===== config.mk =====
export PLATFORM = sky130hd
export DESIGN_NAME = spi_log_serializer
export DESIGN_NICKNAME = d
export VERILOG_FILES = /design/src/rtl/spi_log_serializer.sv
export SDC_FILE = /design/constraint.sdc
export NUM_CORES = 1
export LEC_CHECK = 0
export BUFFER_PORTS_ARGS = -buffer_cell sky130_fd_sc_hd__buf_2
export CELL_PAD_IN_SITES_DETAIL_PLACEMENT = 0
export CELL_PAD_IN_SITES_GLOBAL_PLACEMENT = 1
export CORE_UTILIZATION = 49
export DETAILED_ROUTE_END_ITERATION = 10
export PLACE_DENSITY = 0.74
export SLEW_MARGIN = 10
export SYNTH_ARGS = -nofsm -noshare
export SYNTH_HDL_FRONTEND = slang
export SYNTH_SLANG_ARGS = --single-unit

===== constraint.sdc =====
create_clock -name clk -period 4.6 [get_ports clk]
set_input_delay 0.92 -clock clk [delete_from_list [all_inputs] [get_ports clk]]
set_output_delay 0.92 -clock clk [all_outputs]
set_load 0.02 [all_outputs]

===== src/rtl/spi_log_serializer.sv =====
// spi_log_serializer
// Collects fixed-width log records from several channels, queues them in a
// record FIFO and transmits each one as a framed byte packet (header followed
// by the payload, most significant byte first) under a ready/strobe handshake.
// Lost records are reported in-band by a drop-marker packet (header 8'hFF)
// whose payload LSB carries the number of records lost since the last marker.

module spi_log_serializer #(
    parameter int CHANNELS     = 2,
    parameter int RECORD_BYTES = 4,
    parameter int DEPTH        = 16
) (
    input  logic                               clk,
    input  logic                               reset,
    input  logic                               enable,
    input  logic [CHANNELS-1:0]                log_strobe,
    input  logic [CHANNELS*RECORD_BYTES*8-1:0] log_data,
    input  logic                               uart_txd_ready,
    output logic [7:0]                         uart_txd,
    output logic                               uart_txd_strobe,
    output logic [$clog2(DEPTH):0]             fifo_level,
    output logic [7:0]                         drops,
    output logic                               busy
);

    localparam int PAYLOAD_W = RECORD_BYTES * 8;
    localparam int ENTRY_W   = PAYLOAD_W + 8;
    localparam int PTR_W     = $clog2(DEPTH);
    localparam int LVL_W     = PTR_W + 1;
    // Byte counter must hold RECORD_BYTES+1 (header plus payload).
    localparam int CNT_W     = $clog2(RECORD_BYTES + 2);

    localparam logic [LVL_W-1:0] FULL_LEVEL = LVL_W'(DEPTH);
    localparam logic [7:0]       MARKER_HDR = 8'hFF;
    localparam logic [3:0]       RECORD_TAG = 4'hA;

    typedef enum logic [1:0] {
        IDLE,
        LOAD,
        SEND,
        GAP
    } state_t;

    // ------------------------------------------------------------------
    // Declarations
    // ------------------------------------------------------------------
    // Per-channel one-record holding registers
    logic [CHANNELS-1:0]  pend_valid_q;
    logic [PAYLOAD_W-1:0] pend_data_q [CHANNELS];

    // Lowest-index pending record
    logic                 sel_valid;
    logic [CHANNELS-1:0]  sel_mask;
    logic [3:0]           sel_id;
    logic [PAYLOAD_W-1:0] sel_data;

    // FIFO write-stage decisions
    logic                 drops_pending;
    logic                 can_write;
    logic                 marker_push;
    logic                 normal_push;
    logic                 fifo_wr;
    logic                 stage_drop;
    logic [CHANNELS-1:0]  pend_clear;
    logic [PAYLOAD_W-1:0] marker_payload;
    logic [ENTRY_W-1:0]   wr_entry;

    // Capture decisions
    logic [CHANNELS-1:0]  load_mask;
    logic [4:0]           capture_drops;
    logic [4:0]           drop_total;
    logic [8:0]           drops_sum;
    logic [7:0]           drops_next;
    logic [7:0]           drops_q;

    // Record FIFO
    logic [ENTRY_W-1:0]   mem [DEPTH];
    logic [PTR_W-1:0]     wr_ptr_q;
    logic [PTR_W-1:0]     rd_ptr_q;
    logic [LVL_W-1:0]     level_q;
    logic [ENTRY_W-1:0]   rd_data_q;
    logic                 fifo_rd;

    // Output FSM and datapath
    state_t               state_q;
    state_t               state_d;
    logic                 send_byte;
    logic [ENTRY_W-1:0]   shift_q;
    logic [CNT_W-1:0]     bytes_left_q;
    logic [7:0]           txd_hold_q;

    // ------------------------------------------------------------------
    // Pending-record selection: lowest-index full register wins
    // ------------------------------------------------------------------
    // NOTE: every variable driven here gets a default before any branch so
    // no path leaves it unassigned, which would otherwise infer a latch.
    always_comb begin
        sel_valid = 1'b0;
        sel_mask  = '0;
        sel_id    = '0;
        sel_data  = '0;
        for (int c = CHANNELS - 1; c >= 0; c--) begin
            if (pend_valid_q[c]) begin
                sel_valid   = 1'b1;
                sel_mask    = '0;
                sel_mask[c] = 1'b1;
                sel_id      = 4'(c);
                sel_data    = pend_data_q[c];
            end
        end
    end

    // ------------------------------------------------------------------
    // FIFO write stage: a drop marker pre-empts pending records so that
    // anything written after a loss always follows the marker reporting it
    // ------------------------------------------------------------------
    always_comb begin
        drops_pending  = (drops_q != 8'd0);
        can_write      = (level_q != FULL_LEVEL) || fifo_rd;
        marker_push    = drops_pending && can_write;
        normal_push    = !drops_pending && sel_valid && can_write;
        fifo_wr        = marker_push || normal_push;
        // While losses are unreported the selected record is discarded
        // rather than queued behind (or ahead of) the marker.
        stage_drop     = drops_pending && sel_valid;
        pend_clear     = (drops_pending || normal_push) ? sel_mask : '0;
        marker_payload = '0;
        marker_payload[7:0] = drops_q;
        wr_entry       = marker_push ? {MARKER_HDR, marker_payload}
                                     : {RECORD_TAG, sel_id, sel_data};
    end

    // ------------------------------------------------------------------
    // Capture stage: load free (or freeing) registers, count the rest
    // ------------------------------------------------------------------
    always_comb begin
        load_mask     = '0;
        capture_drops = '0;
        for (int c = 0; c < CHANNELS; c++) begin
            if (enable && log_strobe[c]) begin
                if (!pend_valid_q[c] || pend_clear[c]) begin
                    load_mask[c] = 1'b1;
                end else begin
                    capture_drops = capture_drops + 5'd1;
                end
            end
        end
        drop_total = capture_drops + {4'd0, stage_drop};
        // A marker hands off the current count; drops in the same cycle
        // start the next count.
        drops_sum  = (marker_push ? 9'd0 : {1'b0, drops_q}) + {4'd0, drop_total};
        drops_next = (drops_sum > 9'd255) ? 8'hFF : drops_sum[7:0];
    end

    // Pending-register occupancy and the saturating drop counter
    // NOTE: sequential state uses non-blocking assignments so every register
    // samples pre-edge values regardless of block evaluation order.
    always_ff @(posedge clk) begin
        if (reset) begin
            pend_valid_q <= '0;
            drops_q      <= 8'd0;
        end else begin
            pend_valid_q <= (pend_valid_q & ~pend_clear) | load_mask;
            drops_q      <= drops_next;
        end
    end

    // Pending payloads are qualified by pend_valid_q
    // NOTE: data storage is deliberately not reset; its contents are only
    // consumed under a valid flag or FIFO pointer that is reset.
    always_ff @(posedge clk) begin
        for (int c = 0; c < CHANNELS; c++) begin
            if (load_mask[c]) begin
                pend_data_q[c] <= log_data[c*PAYLOAD_W +: PAYLOAD_W];
            end
        end
    end

    // ------------------------------------------------------------------
    // Record FIFO
    // ------------------------------------------------------------------
    // Storage write and registered read data
    always_ff @(posedge clk) begin
        if (fifo_wr) begin
            mem[wr_ptr_q] <= wr_entry;
        end
        if (fifo_rd) begin
            rd_data_q <= mem[rd_ptr_q];
        end
    end

    // Wrapping pointers and occupancy level
    always_ff @(posedge clk) begin
        if (reset) begin
            wr_ptr_q <= '0;
            rd_ptr_q <= '0;
            level_q  <= '0;
        end else begin
            if (fifo_wr) begin
                wr_ptr_q <= wr_ptr_q + PTR_W'(1);
            end
            if (fifo_rd) begin
                rd_ptr_q <= rd_ptr_q + PTR_W'(1);
            end
            case ({fifo_wr, fifo_rd})
                2'b10:   level_q <= level_q + LVL_W'(1);
                2'b01:   level_q <= level_q - LVL_W'(1);
                default: level_q <= level_q;
            endcase
        end
    end

    // ------------------------------------------------------------------
    // Output FSM
    // ------------------------------------------------------------------
    // State register
    always_ff @(posedge clk) begin
        if (reset) begin
            state_q <= IDLE;
        end else begin
            state_q <= state_d;
        end
    end

    // Next state, FIFO read request and byte strobe
    always_comb begin
        state_d   = state_q;
        fifo_rd   = 1'b0;
        send_byte = 1'b0;
        case (state_q)
            IDLE: begin
                if (level_q != '0) begin
                    fifo_rd = 1'b1;
                    state_d = LOAD;
                end
            end
            LOAD: begin
                state_d = SEND;
            end
            SEND: begin
                if (uart_txd_ready) begin
                    send_byte = 1'b1;
                    state_d   = GAP;
                end
            end
            GAP: begin
                state_d = (bytes_left_q != '0) ? SEND : IDLE;
            end
            default: begin
                state_d = IDLE;
            end
        endcase
    end

    // Shift register, remaining-byte count and last transmitted byte
    always_ff @(posedge clk) begin
        if (reset) begin
            shift_q      <= '0;
            bytes_left_q <= '0;
            txd_hold_q   <= 8'd0;
        end else if (state_q == LOAD) begin
            shift_q      <= rd_data_q;
            bytes_left_q <= CNT_W'(RECORD_BYTES + 1);
        end else if (send_byte) begin
            txd_hold_q   <= shift_q[ENTRY_W-1 -: 8];
            shift_q      <= shift_q << 8;
            bytes_left_q <= bytes_left_q - CNT_W'(1);
        end
    end

    // ------------------------------------------------------------------
    // Outputs
    // ------------------------------------------------------------------
    // A reset cycle suppresses the strobe even if the FSM is still in SEND.
    assign uart_txd_strobe = send_byte && !reset;
    // The byte about to go out is visible while waiting in SEND; afterwards
    // the last transmitted byte is held.
    assign uart_txd        = (state_q == SEND) ? shift_q[ENTRY_W-1 -: 8] : txd_hold_q;
    assign fifo_level      = level_q;
    assign drops           = drops_q;
    assign busy            = (state_q != IDLE) || (level_q != '0);

endmodule

== After elaboration in Yosys (flattened, before gate mapping) ==
Memory sizes are Yosys's and may differ from the RTL's. A register that Yosys moved wholly into a read port is not among the register bits.
Cells that the tools add are included.
Widths: inputs -> output; s select.

* Add/sub/neg operators: 8
* Order comparisons: 1
* Equality and inequality tests: 8
* Muxes and demuxes: 40
* Bitwise gates (word level): 4
* Reduce and logical (&&, ||, !) cells: 27

{| class="wikitable"
|+ Operators with widths
! cell !! number
|-
| $mux 40 || 2
|-
| $mux 32 || 2
|-
| $mux 39 || 1
|-
| $mux 8 || 3
|-
| $mux 1 || 19
|-
| $mux 2 || 6
|-
| $add 5x1->5 const B || 2
|-
| $mux 5 || 2
|-
| $pmux 5 s2 || 1
|-
| $add 8x5->9 || 1
|-
| $gt 9x8->1 const B || 1
|-
| $add 4x1->4 const B || 2
|-
| $pmux 2 s4 || 1
|-
| $reduce_bool 8->1 || 1
|-
| $logic_and 1x1->1 || 7
|-
| $eq 2x2->1 const B || 3
|-
| $logic_or 1x1->1 || 6
|-
| $mux 3 || 2
|-
| $reduce_bool 2->1 || 3
|-
| $add 5x1->5 || 1
|-
| $ne 5x5->1 const B || 1
|-
| $reduce_bool 5->1 || 1
|-
| $sub 5x1->5 const B || 1
|-
| $eq 2x1->1 const B || 2
|-
| 12 further kinds || 17
|}

* Flip-flop bits (word level): 116
* Bits in writable memories: 688
* Input bits: 70
* Output and inout bits: 23
* Word-level logic and storage cells: 101
* Memories kept: 2

{| class="wikitable"
|+ Memory list
! name !! words !! bits a word !! read ports !! clocked after Yosys merged registers in !! write ports !! RTL line !! text
|-
| mem || 16 || 39 || 1 || 1 || 1 || 77 || <nowiki>logic [ENTRY_W-1:0] mem [DEPTH];</nowiki>
|-
| pend_data_q || 2 || 32 || 2 || 0 || 2 || 49 || <nowiki>logic [PAYLOAD_W-1:0] pend_data_q [CHANNELS];</nowiki>
|}

== Longest topological paths before layout ==
* Word-level depth: 17
* Mapped depth: 16
* Gate-level depth less buffers: 16

== Least setup slack after synthesis ==
OpenSTA, ideal clock, no wires.

* Path type: reg2reg
* From: reg level_q[0], in the netlist fifo_level[0]
* To: mem mem[0][0] (netlist bit), enable pin
* Setup time: 0.511 ns
* Arrival: 4.330 ns
* Required time: 4.089 ns
* Slack: -0.241 ns
* Cell stages (with the launch flop): 5
* Path buffers: 0
* Clock period less this slack: 4.841 ns
* Cell sequence: dfxtp_1 nor4_4 nand3_1 nand2_1 nor4_1

* Longest elaborated chain between the ends: 8
* Elaborated cells on any way between the ends: 10
* Classes of those cells: 1 x eq/ne; 4 x mux; 5 x reduce/logical

{| class="wikitable"
|+ Ends and longest elaborated chain
! element !! RTL line !! text
|-
| start: declaration || 80 || <nowiki>logic [LVL_W-1:0] level_q;</nowiki>
|-
| start signal: assignment || 206 || <nowiki>2'b10: level_q <= level_q + LVL_W'(1);</nowiki>
|-
| start signal: assignment || 207 || <nowiki>2'b01: level_q <= level_q - LVL_W'(1);</nowiki>
|-
| start signal: assignment || 208 || <nowiki>default: level_q <= level_q;</nowiki>
|-
| $reduce_bool 5->1 || 232 || <nowiki>if (level_q != '0) begin</nowiki>
|-
| $mux 1 || 232 ||
|-
| $mux 1 || 230 || <nowiki>case (state_q)</nowiki>
|-
| $logic_or 1x1->1 (*) || 119 || <nowiki>can_write = (level_q != FULL_LEVEL) || fifo_rd;</nowiki>
|-
| $logic_and 1x1->1 (on tied branches) || 120, 121 ||
|-
| $logic_or 1x1->1 (*) || 122 || <nowiki>fifo_wr = marker_push || normal_push;</nowiki>
|-
| $mux 1 (*) || 184 || <nowiki>if (fifo_wr) begin</nowiki>
|-
| $mux 1 (implied by the code) (*) || 185 || <nowiki>mem[wr_ptr_q] <= wr_entry;</nowiki>
|-
| end: declaration || 77 ||
|}

Every way passes the cells marked *; elsewhere a longest branch is shown, timed or not.

== Final worst setup path ==
* From: reg level_q[0], in the netlist fifo_level[0]
* To: reg drops_q[5], in the netlist drops[5]

* Longest elaborated chain between the ends: 17
* Elaborated cells on any way between the ends: 21
* Classes of those cells: 3 x add/sub; 1 x order compare; 1 x eq/ne; 9 x mux; 7 x reduce/logical

{| class="wikitable"
|+ Ends and longest elaborated chain
! element !! RTL line !! text
|-
| $reduce_bool 5->1 || 232 ||
|-
| $mux 1 || 232 ||
|-
| $mux 1 || 230 ||
|-
| $logic_or 1x1->1 (*) || 119 ||
|-
| $logic_and 1x1->1 || 121 || <nowiki>normal_push = !drops_pending && sel_valid && can_write;</nowiki>
|-
| $logic_or 1x1->1 || 126 || <nowiki>pend_clear = (drops_pending || normal_push) ? sel_mask : '0;</nowiki>
|-
| $mux 2 || 126 ||
|-
| $logic_or 1x1->1 || 141 || <nowiki>if (!pend_valid_q[c] || pend_clear[c]) begin</nowiki>
|-
| $mux 1 || 141 ||
|-
| $mux 1 || 140 || <nowiki>if (enable && log_strobe[c]) begin</nowiki>
|-
| $add 5x1->5 || 144 || <nowiki>capture_drops = capture_drops + 5'd1;</nowiki>
|-
| $mux 5 || 141 ||
|-
| $mux 5 || 140 ||
|-
| $add 5x1->5 || 148 || <nowiki>drop_total = capture_drops + {4'd0, stage_drop};</nowiki>
|-
| $add 8x5->9 (*) || 151 || <nowiki>drops_sum = (marker_push ? 9'd0 : {1'b0, drops_q}) + {4'd0, drop_total};</nowiki>
|-
| $gt 9x8->1 || 152 || <nowiki>drops_next = (drops_sum > 9'd255) ? 8'hFF : drops_sum[7:0];</nowiki>
|-
| $mux 8 (*) || 152 ||
|-
| end signal: assignment || 164 || <nowiki>drops_q <= drops_next;</nowiki>
|-
| end: declaration || 74 || <nowiki>logic [7:0] drops_q;</nowiki>
|}

Marked as above.
A chain may end at the register's enable or synchronous reset.

==> flow_summary.yaml <==
detailed_routing:
  detail_route.vias_per_cell: 5.843
  first_iter_violations: 1387
  dr.pass1.iters: 5
  vias: 13570
  drtAntennaViolNets: 0
  wl_um: 58250
  post-route-drc-count: 0
  wl_per_cell_um: 25.07
clocking:
  cts_tree: "yes"
  clkTransAtPathRegs_ns: 0.06
  postCtsHoldBufs: 0
  cts_buffer_depth: 3
  cts.repair.resized: 0
  cts_setup_buffers: 0
  htree_levels: 3
  cts_root_buffer: "clkbuf_16"
  cts_buffers: 73
  clkLatencyLatePin_ns: 0.62
  cts.sinks: 718
setup_path:
  cp.arrival_ns: 4.52
  crit_start: "fifo_level[0]"
  reg2reg_depth: 16
  path_buf_inv: 1
  reg2reg_from: "fifo_level[0]"
  critPathMostFrequentCell: "ha_1"
  critPathKind: "reg -> reg"
  r2r-end: "drops[5]"
  crit_cells: 16
  crit_fanout: 5
  start_kind: "register"
  crit_path_top_delay_cell: "nor4_4"
  crit_chain: "nor4_4, and3_1, and2_1, o21ai_0, inv_1, ha_1, nand2_1, a21boi_0, ha_1, ha_1, ha_1, a21o_1, a21oi_1, nand4b_1, or2_0, a31oi_1"
  cpPeakStageDelay_ns: 0.48
  end_kind: "register"
  cp-endpoint: "drops[5]"
  critical_path_required_ns: 5.04
  rrSetupSlack_ns: 0.52
  crit_family: "simple AND/OR/NAND/NOR gates"
power_and_ir_drop:
  leakage_nw: 10.29
  power_mw: 16.37
  p_per_area_nw_per_um2: 519.6
  ir_drop_uv: 318.7
logic_synthesis:
  ys_ff_latch: 718
  seq_area_frac_synth_pct: 75.58
  yosys.area.top_type_share_pct: 70.05
  syn_area_per_cell_um2: 20.01
  yosysTopAreaCell: "edfxtp_1"
  synth_cell_types: 47
  netlist_area_um2: 27520
  yosys_warnings: 0
  syn-num-nets: 1464
  synth_area_leaders: "edfxtp_1 70%, mux4_2 12%, dfxtp_1 5.5%, mux4_1 2.5%, a22oi_1 1.5%"
  syn_inst: 1375
timing:
  finalCriticalPeriod_ns: 4.082
  tightest_slew_ns: 1.158
  maxSlewViolCount: 0
  hold_viol: 0
  rsz0062_at_grt: "no"
  worst_slew_margin_rel_pct: 22.81
  skew_ns: 0.03301
  timing.final.ws_setup_ns: 0.5185
  fmax_mhz: 245.0
  setup_viol: 0
  period_share_pct: 88.73
  holdWs_ns: 0.4509
cells_and_area:
  diodes: 0
  drive_above_1_share_pct: 27.56
  nFillCells: 4153
  fin_nets: 1606
  fin_area_um2: 31520
  area_growth_pct: 14.52
outcome:
  status: "finished, final reports clean"
floorplan:
  die_y_um: 239.0
  num_io_pins: 93
  start_util_pct: 49.76
  die_w_um: 239.0
  core.rowCount: 86
  dieArea_um2: 57120
  core-area_um2: 55310
global_route:
  track_usage_pct: 20.93
  grt-ovfl-total: 0
  grt_pass1_wl_um: 86330
  grt_max_degree: 74
  grt_pass1_vias: 13650
  antenna_found_initial: 1
placement:
  hpwl_um: 30810
  portBuffers: 92
  dpl_cell_area_um2: 29100
  pre_cts_ws_ns: 0.6472
  place.gp.congestion: 0.7567
run:
  drv_cap: 0
hold_path:
  hold_class: "reg -> reg"
[stage by stage]
| step | TNS (ns) | instances | utilization (%) |
|---|---|---|---|
| floorplan | -32.87 | 1375 | - |
| global placement | 0 | 2190 | 52.61 |
| detailed placement | 0 | 2190 | 52.61 |
| CTS | 0 | 2323 | 56.98 |
| global route | 0 | 2323 | 56.98 |
| finish | 0 | 2323 | 56.98 |
[per-layer routing]
layer	vias to the layer above	wire length (um)	track usage [%]
met5	-	0	0
met4	0	1140	6.546
met3	73	3559	3.106
met2	444	28410	33.40
met1	7147	25140	29.99
li1	5909	-	-
[area by class of cell]
class,count,area [um^2],share of cell area [%]
clock buffer,93,1984,6.297
clock inverter,40,431.7,1.370
inverter,18,67.56,0.2144
multi-input combinational,560,6356,20.17
sequential,718,20810,66.04
tap,748,935.9,2.970
timing repair buffer,146,928.4,2.946
[worst min-delay path by stage]
stage / startpoint / to / cells past startpoint
finish: txd_hold_q[0] / txd_hold_q[0] / 2
global route: log_data[49] / pend_data_q[0][49] / 1
CTS: log_data[16] / pend_data_q[0][16] / 1
detailed placement: txd_hold_q[0] / txd_hold_q[0] / 2
global placement: txd_hold_q[6] / txd_hold_q[6] / 2
floorplan: txd_hold_q[0] / txd_hold_q[0] / 2
[flip-flops by register name, summed over array words and instances, names as in the netlist, 3 cells and up]
name,count
rd_ptr_q,4
fifo_level,5
wr_ptr_q,4
pend_data_q,64
bytes_left_q,3
txd_hold_q,8
mem,544
rd_data_q,34
shift_q,40
drops,8
[synthesized netlist by cell type (all sizes together)]
master / instances
nand4b: 2
nor2b: 4
or3b: 1
nor4: 10
a311oi: 1
fa: 2
edfxtp: 642
mux2i: 3
a21boi: 1
dfxtp: 76
nand3: 16
and2: 13
and3: 4
a211oi: 2
nor2: 57
clkbuf: 50
mux4: 170
a21o: 2
ha: 17
a22oi: 55
o21bai: 1
nor3b: 2
a2111oi: 1
mux2: 9
o21ai: 10
nand2b: 3
xor2: 5
nor3: 7
a31oi: 8
a21oi: 58
xnor2: 6
o31a: 1
or2: 4
inv: 18
o22ai: 1
nand2: 80
buf: 29
nand4: 4
[placed cells by master (no fill, tap or decap), types with 18 or more instances in the layout]
master	n
a21oi_1	56
a22oi_1	55
buf_2	92
buf_4	49
clkbuf_16	75
dfxtp_1	71
edfxtp_1	642
inv_1	18
mux4_1	26
mux4_2	144
nand2_1	80
nor2_1	50
[power breakdown]
group	internal, mW	switching, mW
sequential	7.58	0.320
clock	3.56	2.40
combinational	1.25	1.27
total	12.4	3.99
[tightest hold or removal path, delay by kind of cell (launching register included)]
family             cells  cell delay [ns]
and+or+nand+nor        1             0.05
DFF                    1             0.30
AOI/OAI and AO/OA      1             0.05
[cell families after synthesis]
family | count (synthesis) | share of synthesized area [%]
AO/OA/AOI/OAI | 141 | 3.201
XOR/XNOR | 11 | 0.3501
adder cells (fa/ha/maj) | 19 | 0.9184
buffers and inverters | 97 | 1.750
flip-flops | 718 | 75.58
multiplexers | 182 | 14.74
AND/OR/NAND/NOR | 207 | 3.455
No activity file was read; power rests on OpenSTA's default activity.
